## src/rtl/bram_32k_initiator.sv

```systemverilog
// bram_32k_initiator: CPU req/rsp port to split AR/R + AW/W/B BRAM responder.
// Optional watchdog enabled by defining BRAM_INIT_TIMEOUT_EN.
module bram_32k_initiator #(
  parameter int ADDR_WIDTH     = 15,
  parameter int TIMEOUT_CYCLES = 255
) (
  input  logic                  clk,
  input  logic                  rst,
  input  logic                  req_valid,
  output logic                  req_ready,
  input  logic                  req_we,
  input  logic [ADDR_WIDTH+1:0] req_addr,
  input  logic [31:0]           req_wdata,
  input  logic [3:0]            req_wstrb,
  output logic                  rsp_valid,
  output logic [31:0]           rsp_rdata,
  output logic                  rsp_err,
  output logic                  arvalid,
  output logic [ADDR_WIDTH-1:0] araddr,
  input  logic                  arready,
  input  logic                  rvalid,
  input  logic [31:0]           rdata,
  output logic                  rready,
  output logic                  awvalid,
  output logic [ADDR_WIDTH-1:0] awaddr,
  input  logic                  awready,
  output logic                  wvalid,
  output logic [31:0]           wdata,
  output logic [3:0]            wstrb,
  input  logic                  wready,
  input  logic                  bvalid,
  output logic                  bready
);

  localparam logic [2:0] S_IDLE    = 3'd0;
  localparam logic [2:0] S_RD_ADDR = 3'd1;
  localparam logic [2:0] S_RD_DATA = 3'd2;
  localparam logic [2:0] S_WR      = 3'd3;
  localparam logic [2:0] S_WR_RESP = 3'd4;
  localparam logic [2:0] S_RESP    = 3'd5;

  logic [2:0]            state;
  logic [ADDR_WIDTH-1:0] addr_q;
  logic                  aw_done;
  logic                  w_done;
  logic                  aw_now;
  logic                  w_now;
  logic                  busy;
  logic                  tmo;
  logic                  unused;

  assign araddr = addr_q;
  assign awaddr = addr_q;
  assign aw_now = aw_done | awready;
  assign w_now  = w_done | wready;
  assign busy   = (state == S_RD_ADDR) || (state == S_RD_DATA) ||
                  (state == S_WR) || (state == S_WR_RESP);

`ifdef BRAM_INIT_TIMEOUT_EN
  localparam int CW = (TIMEOUT_CYCLES > 255) ? 16 : 8;
  logic [CW-1:0] tmo_cnt;
  logic          fin;

  assign fin = (state == S_RD_ADDR && arready && rvalid) ||
               (state == S_RD_DATA && rvalid) ||
               (state == S_WR && aw_now && w_now && bvalid) ||
               (state == S_WR_RESP && bvalid);

  always_ff @(posedge clk) begin
    if (rst || !busy) tmo_cnt <= '0;
    else              tmo_cnt <= tmo_cnt + 1'b1;
  end

  // a completing handshake wins over a watchdog hit in the same cycle
  assign tmo    = busy && !fin &&
                  (tmo_cnt == CW'(TIMEOUT_CYCLES - 1));
  assign unused = ^req_addr[1:0];
`else
  assign tmo    = 1'b0;
  assign unused = ^{req_addr[1:0], TIMEOUT_CYCLES, busy};
`endif

  always_ff @(posedge clk) begin
    if (rst) begin
      state     <= S_IDLE;
      req_ready <= 1'b0;
      rsp_valid <= 1'b0;
      rsp_rdata <= '0;
      rsp_err   <= 1'b0;
      arvalid   <= 1'b0;
      rready    <= 1'b0;
      awvalid   <= 1'b0;
      wvalid    <= 1'b0;
      bready    <= 1'b0;
      addr_q    <= '0;
      wdata     <= '0;
      wstrb     <= '0;
      aw_done   <= 1'b0;
      w_done    <= 1'b0;
    end else begin
      rsp_valid <= 1'b0;
      unique case (state)
        S_IDLE: begin
          req_ready <= 1'b1;
          if (req_valid && req_ready) begin
            req_ready <= 1'b0;
            addr_q    <= req_addr[ADDR_WIDTH+1:2];
            wdata     <= req_wdata;
            wstrb     <= req_wstrb;
            rsp_rdata <= '0;
            rsp_err   <= 1'b0;
            aw_done   <= 1'b0;
            w_done    <= 1'b0;
            if (req_we) begin
              state   <= S_WR;
              awvalid <= 1'b1;
              wvalid  <= 1'b1;
              bready  <= 1'b1;
            end else begin
              state   <= S_RD_ADDR;
              arvalid <= 1'b1;
              rready  <= 1'b1;
            end
          end
        end
        S_RD_ADDR: begin
          if (arready) begin
            arvalid <= 1'b0;
            if (rvalid) begin
              rsp_rdata <= rdata;
              rready    <= 1'b0;
              rsp_valid <= 1'b1;
              state     <= S_RESP;
            end else begin
              state <= S_RD_DATA;
            end
          end
        end
        S_RD_DATA: begin
          if (rvalid) begin
            rsp_rdata <= rdata;
            rready    <= 1'b0;
            rsp_valid <= 1'b1;
            state     <= S_RESP;
          end
        end
        S_WR: begin
          if (awready) begin
            awvalid <= 1'b0;
            aw_done <= 1'b1;
          end
          if (wready) begin
            wvalid <= 1'b0;
            w_done <= 1'b1;
          end
          if (aw_now && w_now) begin
            if (bvalid) begin
              bready    <= 1'b0;
              rsp_valid <= 1'b1;
              state     <= S_RESP;
            end else begin
              state <= S_WR_RESP;
            end
          end
        end
        S_WR_RESP: begin
          if (bvalid) begin
            bready    <= 1'b0;
            rsp_valid <= 1'b1;
            state     <= S_RESP;
          end
        end
        S_RESP: begin
          req_ready <= 1'b1;
          state     <= S_IDLE;
        end
        default: state <= S_IDLE;
      endcase
      if (tmo) begin
        arvalid   <= 1'b0;
        rready    <= 1'b0;
        awvalid   <= 1'b0;
        wvalid    <= 1'b0;
        bready    <= 1'b0;
        rsp_rdata <= '0;
        rsp_err   <= 1'b1;
        rsp_valid <= 1'b1;
        state     <= S_RESP;
      end
    end
  end

endmodule
```

## config.mk

```make
export PLATFORM = sky130hd
export DESIGN_NAME = bram_32k_initiator
export DESIGN_NICKNAME = d
export VERILOG_FILES = /design/src/rtl/bram_32k_initiator.sv
export SDC_FILE = /design/constraint.sdc
export NUM_CORES = 1
export LEC_CHECK = 0
export CORE_AREA = 2 2 98 100
export CTS_BUF_LIST = sky130_fd_sc_hd__clkbuf_4
export CTS_CLUSTER_DIAMETER = 120
export CTS_CLUSTER_SIZE = 30
export DETAILED_ROUTE_END_ITERATION = 7
export DIE_AREA = 0 0 100 102
export PLACE_DENSITY = 0.86
export SYNTH_ARGS = -nofsm -noshare
export SYNTH_HDL_FRONTEND = slang
export SYNTH_SLANG_ARGS = --single-unit
```

## constraint.sdc

```tcl
create_clock -name clk -period 2.6 [get_ports clk]
set_clock_uncertainty 0.1 [all_clocks]
set_input_delay 0.26 -clock clk [delete_from_list [all_inputs] [get_ports clk]]
set_output_delay 0.26 -clock clk [all_outputs]
set_load 0.03 [all_outputs]
```

==> flow_summary_export.csv, run 1 <==
group,metric,value,unit
run_status,outcome,"finished clean",
detailed_routing,wl_met3,643,µm
detailed_routing,via_count,3618,
clock_tree,cts_tree,"done",
die,core,9110,µm²
logic_synthesis,yosysSeqAreaShare,0.481,
detailed_routing,ant_nets,0,
sta,hold_viol,0,
flow_run,maxCapViolations,0,
die,rows,35,
setup_path,crit_family,"buffers and inverters",
clock_tree,clock_latency,420,ps
placement,hpwl,7860,µm
sta,fmax,0.509,GHz
setup_path,cp_max_fo,6,
cells_and_area,drive_above_1_share,0.0504,
detailed_routing,maxUsedRoutingLayer,"met4",
sta,setup_viol,0,
setup_path,worstPathCellList,"clkdlybuf4s50_1",
clock_tree,cts_buffers,9,
sta,period_needed,1970,ps
logic_synthesis,synth_cell_type_count,41,
die,io_pins,200,
clock_tree,cts.sinks,95,
clock_tree,postCtsSetupBuffers,0,
detailed_routing,dr.pass1.iters,4,
power_and_ir_drop,p_leak,2.07,nW
worst_hold_path,hold_path_end,"rsp_rdata[2]",
grt,grt_pass1_vias,3538,
clock_tree,cts_resized,0,
detailed_routing,drtIter0Drc,151,
logic_synthesis,syn_area,3950,µm²
detailed_routing,wl_met2,5310,µm
grt,antenna_found_initial,0,
logic_synthesis,yosys_warnings,0,
clock_tree,cts-htree-levels,3,
logic_synthesis,synth-edff-count,0,
worst_hold_path,whs_path_depth,4,
setup_path,ff2ff_path_depth,6,
detailed_routing,met1_length,4300,µm
setup_path,cp_data_arrival_time,1610,ps
logic_synthesis,yosys_register_bits,95,
clock_tree,cts_hold_buf,0,
grt,grt_pass1_wl,16500,µm
logic_synthesis,syn_inst,463,
worst_hold_path,hp-start,"rst",
logic_synthesis,async_flop_share,0,
sta,slew_violations,0,
sta,finalSetupTns,0,ps
clock_tree,cts-root-buf,"clkbuf_4",
sta,fin_ws,634,ps
placement,place_ws,348,ps
setup_path,cp-start-kind,"register",
placement,placed_area,5840,µm²
logic_synthesis,synthesis.nets,557,
sta,whs,105,ps
clock_tree,clk_pin_slew_worst_paths,140,ps
clock_tree,clock_path_buffers,2,
logic_synthesis,syn_area_per_cell,8.53,µm²
die,die_x,100,µm
worst_hold_path,hold_class,"in2reg",
grt,grt_max_degree,58,
setup_path,path_buf_inv,1,
setup_path,slowest_stage,"clkdlybuf4s50_1",
placement,numPortBuffers,196,
detailed_routing,drcViolationCount,0,
sta,worst_slew_pin_slew,936,ps
die,initial_utilization,0.434,
cells_and_area,diodes,0,
power_and_ir_drop,max-vdd-ir-drop,630,µV
setup_path,end_kind,"output pin",
setup_path,slowest_delay,750,ps
setup_path,reg2reg_from,"state[0]",
sta,rsz0062_at_grt,"no",
logic_synthesis,synth_flop_cell,"dfxtp_1",
setup_path,crit_type,"reg2out",
cells_and_area,nNetsFinal,724,
die,die_area,10200,µm²
detailed_routing,avgRoutedWirePerCell,14.2,µm
die,dieHeight,102,µm
grt,grt_usage,0.202,
sta,finalCritPeriodShare,0.756,
cells_and_area,post-route-cell-area,5970,µm²
setup_path,critical_path_required,2240,ps
sta,max_slew_margin,0.376,
cells_and_area,syn_to_final_growth,51.0,%
setup_path,rr_endpoint,"rsp_rdata[13]",
placement,gp_congestion,0.797,
detailed_routing,wl,10600,µm
setup_path,r2r_setup_slack,690,ps
detailed_routing,via_per_inst,4.85,
power_and_ir_drop,power_density,938,nW/µm²
grt,grt_overflow,0,
metrics by stage:
step | power [mW] | utilization | instances
finish | 5.60 | 0.655 | 746
global route | 5.95 | 0.655 | 746
CTS | 5.65 | 0.655 | 746
detailed placement | 4.92 | 0.642 | 730
global placement | 4.85 | 0.642 | 730
floorplan | 4.01 | - | 463
flip-flops by register name, summed over array words and instances, names as in the netlist:
register	cells
araddr	15
wstrb	4
wdata	32
bready	1
aw_done	1
req_ready	1
state	3
awvalid	1
wvalid	1
arvalid	1
rsp_rdata	32
w_done	1
rsp_valid	1
rready	1
per-layer routing:
metal,global-route usage,vias to the layer above
li1,-,1843
met3,0.0376,26
met4,0.0938,0
met2,0.344,121
met5,0,-
met1,0.248,1628
cell usage after synthesis (2+ instances only):
master,count,share of area
a211oi_1,4,0.0076
a21oi_1,61,0.077
a31oi_1,2,0.0032
buf_2,11,0.014
buf_4,16,0.030
buf_6,2,0.0057
buf_8,3,0.011
clkbuf_1,17,0.016
dfxtp_1,95,0.48
inv_1,2,0.0019
mux2i_1,33,0.084
nand2_1,140,0.13
nand2b_1,36,0.057
nand3b_1,3,0.0057
nor2_1,5,0.0048
nor2_2,2,0.0032
nor2b_1,2,0.0032
nor3_1,4,0.0051
o21bai_1,2,0.0038
o41ai_1,2,0.0044
cells by family (layout without fill, tap and decap cells):
group / count (synthesis) / in the layout / share of synthesized area
AO/OA/AOI/OAI: 81 / 81 / 0.122
XOR/XNOR: 1 / 1 / 0.00222
buffers and inverters: 51 / 223 / 0.0795
flip-flops: 95 / 95 / 0.481
multiplexers: 34 / 34 / 0.0864
other: 1 / 1 / 0.000949
AND/OR/NAND/NOR: 200 / 200 / 0.228
area by class of cell:
cell class                 count  area, µm²
fill                         737       3140
timing repair buffer         205       2050
sequential                    95       1900
multi-input combinational    317       1750
tap                          111        139
clock buffer                   9       67.6
clock inverter                 7       53.8
inverter                       2       7.51
worst max-delay path by stage:
stage,from,end,slack (ps),depth (start not counted)
2_1_floorplan,req_ready,rsp_rdata[0],870,4
6_report,req_ready,req_ready,630,1
3_3_place_gp,req_valid,wdata[20],440,5
5_1_grt,req_ready,wdata[28],540,4
3_5_place_dp,req_valid,araddr[12],350,5
4_1_cts,req_ready,req_ready,600,1
cell usage in the layout, fill, tap and decap left out, types with 2 or more instances in the layout:
master	count
clkdlybuf4s50_1	195
nand2_1	140
dfxtp_1	95
a21oi_1	61
nand2b_1	36
mux2i_1	33
clkbuf_4	9
buf_4	7
nor2_1	5
a211oi_1	4
nor3_1	4
nand3b_1	3
inv_1	2
nor2b_1	2
o21bai_1	2
a31oi_1	2
o41ai_1	2
inv_6	2
buf_12	2
power by group:
| group | internal, mW | switching [mW] | leakage, nW |
|---|---|---|---|
| clock | 0.208 | 0.513 | 0.0663 |
| combinational | 1.24 | 1.70 | 1.23 |
| sequential | 1.75 | 0.178 | 0.771 |
| total | 3.20 | 2.39 | 2.07 |
Note: power is estimated with default switching activity, not from simulation.
==> run 2: changes to the inputs <==
CORE_AREA = 2 2 107 109   (was 2 2 98 100)
DIE_AREA = 0 0 109 111   (was 0 0 100 102)
PLACE_DENSITY = 0.77   (was 0.86)
clock period = 1.6 ns   (was 2.6 ns; I/O delays follow)
==> run 2 against run 1 <==
  * The run now ends with negative setup slack left
  * Core utilization down 4.4 points
  * Final cell count increased by 9.1%
  * Final area is 13% higher
==> flow_summary_export.csv, run 2 (synthesis results as in run 1) <==
group,metric,value,unit
run_status,outcome,"finished, violations left",
run_status,failed_checks,"negative setup slack",
clock_tree,clock_path_buffers,2,
cells_and_area,instances_no_fill,814,
grt,grt_max_degree,53,
cells_and_area,post-route-cell-area,6770,µm²
detailed_routing,ant_nets,0,
clock_tree,cts.sinks,95,
grt,grt_pass1_wl,17600,µm
cells_and_area,diodes,0,
sta,hold_viol,0,
worst_hold_path,hold_class,"in2reg",
detailed_routing,drcViolationCount,0,
setup_path,crit_end,"rsp_rdata[14]",
placement,gp_congestion,0.823,
die,initial_utilization,0.357,
grt,grt_overflow,0,
die,io_pins,200,
placement,numPortBuffers,196,
setup_path,reg2reg_from,"state[0]",
die,core,11100,µm²
cells_and_area,mostFrequentLayoutCells,"nand2_1, dlygate4sd2_1, dfxtp_1",
cells_and_area,final_core_util,0.611,
sta,max_slew_margin,0.651,
detailed_routing,drtIter0Drc,246,
cells_and_area,nNetsFinal,760,
power_and_ir_drop,p_total,10.9,mW
setup_path,cp_data_arrival_time,1900,ps
sta,period_needed,1640,ps
cells_and_area,drive_above_1_share,0.204,
placement,place_inst,782,
clock_tree,cts-htree-levels,3,
setup_path,critical_path_required,1860,ps
cells_and_area,seq_area,1910,µm²
placement,placed_area,6090,µm²
sta,rsz0062_at_grt,"yes",
power_and_ir_drop,p_leak,2.97,nW
setup_path,cp_max_fo,8,
flow_run,maxCapViolations,0,
detailed_routing,via_count,3886,
die,dieHeight,111,µm
detailed_routing,avgRoutedWirePerCell,15.6,µm
cells_and_area,fillers,951,
clock_tree,cts_hold_buf,0,
worst_hold_path,hp-start,"rst",
clock_tree,cts_buffers,9,
clock_tree,cts-root-buf,"clkbuf_4",
detailed_routing,dr.pass1.iters,4,
detailed_routing,via_per_inst,4.77,
sta,finalCritPeriodShare,1.03,
clock_tree,cts_tree,"done",
sta,fin_ws,-41.6,ps
power_and_ir_drop,max-vdd-ir-drop,773,µV
die,die_area,12100,µm²
setup_path,ff2ff_path_depth,6,
die,die_x,109,µm
sta,slew_violations,0,
cells_and_area,multi_input_comb_area,2060,µm²
setup_path,startpoint,"state[0]",
clock_tree,clock_latency,440,ps
die,rows,39,
grt,grt_pass1_vias,3744,
grt,antenna_found_initial,0,
cells_and_area,mostFrequentLayoutCell,"nand2_1",
sta,whs,121,ps
sta,fmax,0.609,GHz
setup_path,r2r_setup_slack,-40,ps
sta,worst_slew_pin_slew,523,ps
setup_path,crit_type,"reg2reg",
placement,hpwl,7830,µm
detailed_routing,wl,12700,µm
setup_path,rr_endpoint,"rsp_rdata[14]",
power_and_ir_drop,power_density,1600,nW/µm²
sta,setup_viol,49,
grt,grt_usage,0.182,
clock_tree,clk_pin_slew_worst_paths,150,ps
cells_and_area,syn_to_final_growth,71.3,%
setup_path,end_kind,"register",
setup_path,cp-start-kind,"register",
run 2: changes by cell type in the layout (fill, tap and decap cells not counted), moves of 27 or more:
cell,change
clkdlybuf4s50_1,-105
dlygate4sd2_1,+102
a21oi_1,-34
a21oi_2,+34
nand2_1,-27
run 2: layout make-up:
class                           count  area share
Clock inverter                      6      0.0126
Clock buffer                       10      0.0111
Inverter                            2     0.00111
Timing Repair Buffer              241       0.361
Sequential cell                    95       0.283
Tap cell                          143      0.0264
Multi-Input combinational cell    317       0.305
run 2: worst min-delay path by stage:
stage,to,cells past startpoint
after floorplan,awvalid,1
after global placement,wdata[11],2
after detailed placement,wdata[11],2
after CTS,rsp_valid,3
after global routing,rsp_rdata[20],5
final,rsp_rdata[17],5
run 2: metal layers:
layer  share of wire  routed length [µm]  vias to the layer above  global-route usage
li1                -                   -                     1923                   -
met2            0.50                6380                      129               0.313
met1            0.41                5240                     1822               0.211
met4           0.013                 169                        0              0.0521
met5               0                   0                        -                   0
met3           0.070                 883                       12              0.0641
run 2: critical path, stage by stage, from the launching register on:
cell	delay [ps]
dfxtp_4	430
buf_6	120
nand2_4	50
a311oi_4	290
buf_6	200
clkbuf_16	180
mux2i_1	180
run 2: what timing repair did:
item,4_1_cts,5_1_grt
setup buffers,2,3
pin swaps,0,39
setup endpoints to repair,171,90
resized for setup,108,92
cloned,1,11
run 2: power breakdown:
part / switching [mW] / internal [mW] / leakage, nW
Sequential: 0.333 / 2.87 / 0.773
Clock: 0.795 / 0.647 / 0.0840
Combinational: 3.32 / 2.89 / 2.11
run 2: metrics by stage:
stage,setup TNS (ps),setup WS (ps)
6_report,-714,-41.6
5_1_grt,-5970,-140
4_1_cts,-2460,-92.2
3_5_place_dp,-16970,-303
3_3_place_gp,-13000,-219
2_1_floorplan,-1070,-16.2
==> run 3: changes to the inputs <==
ABC_CLOCK_PERIOD_IN_PS = 1600   (was default)
==> results of run 3 <==
Same layout as run 2: the final DEF is identical, and so are final timing and power.
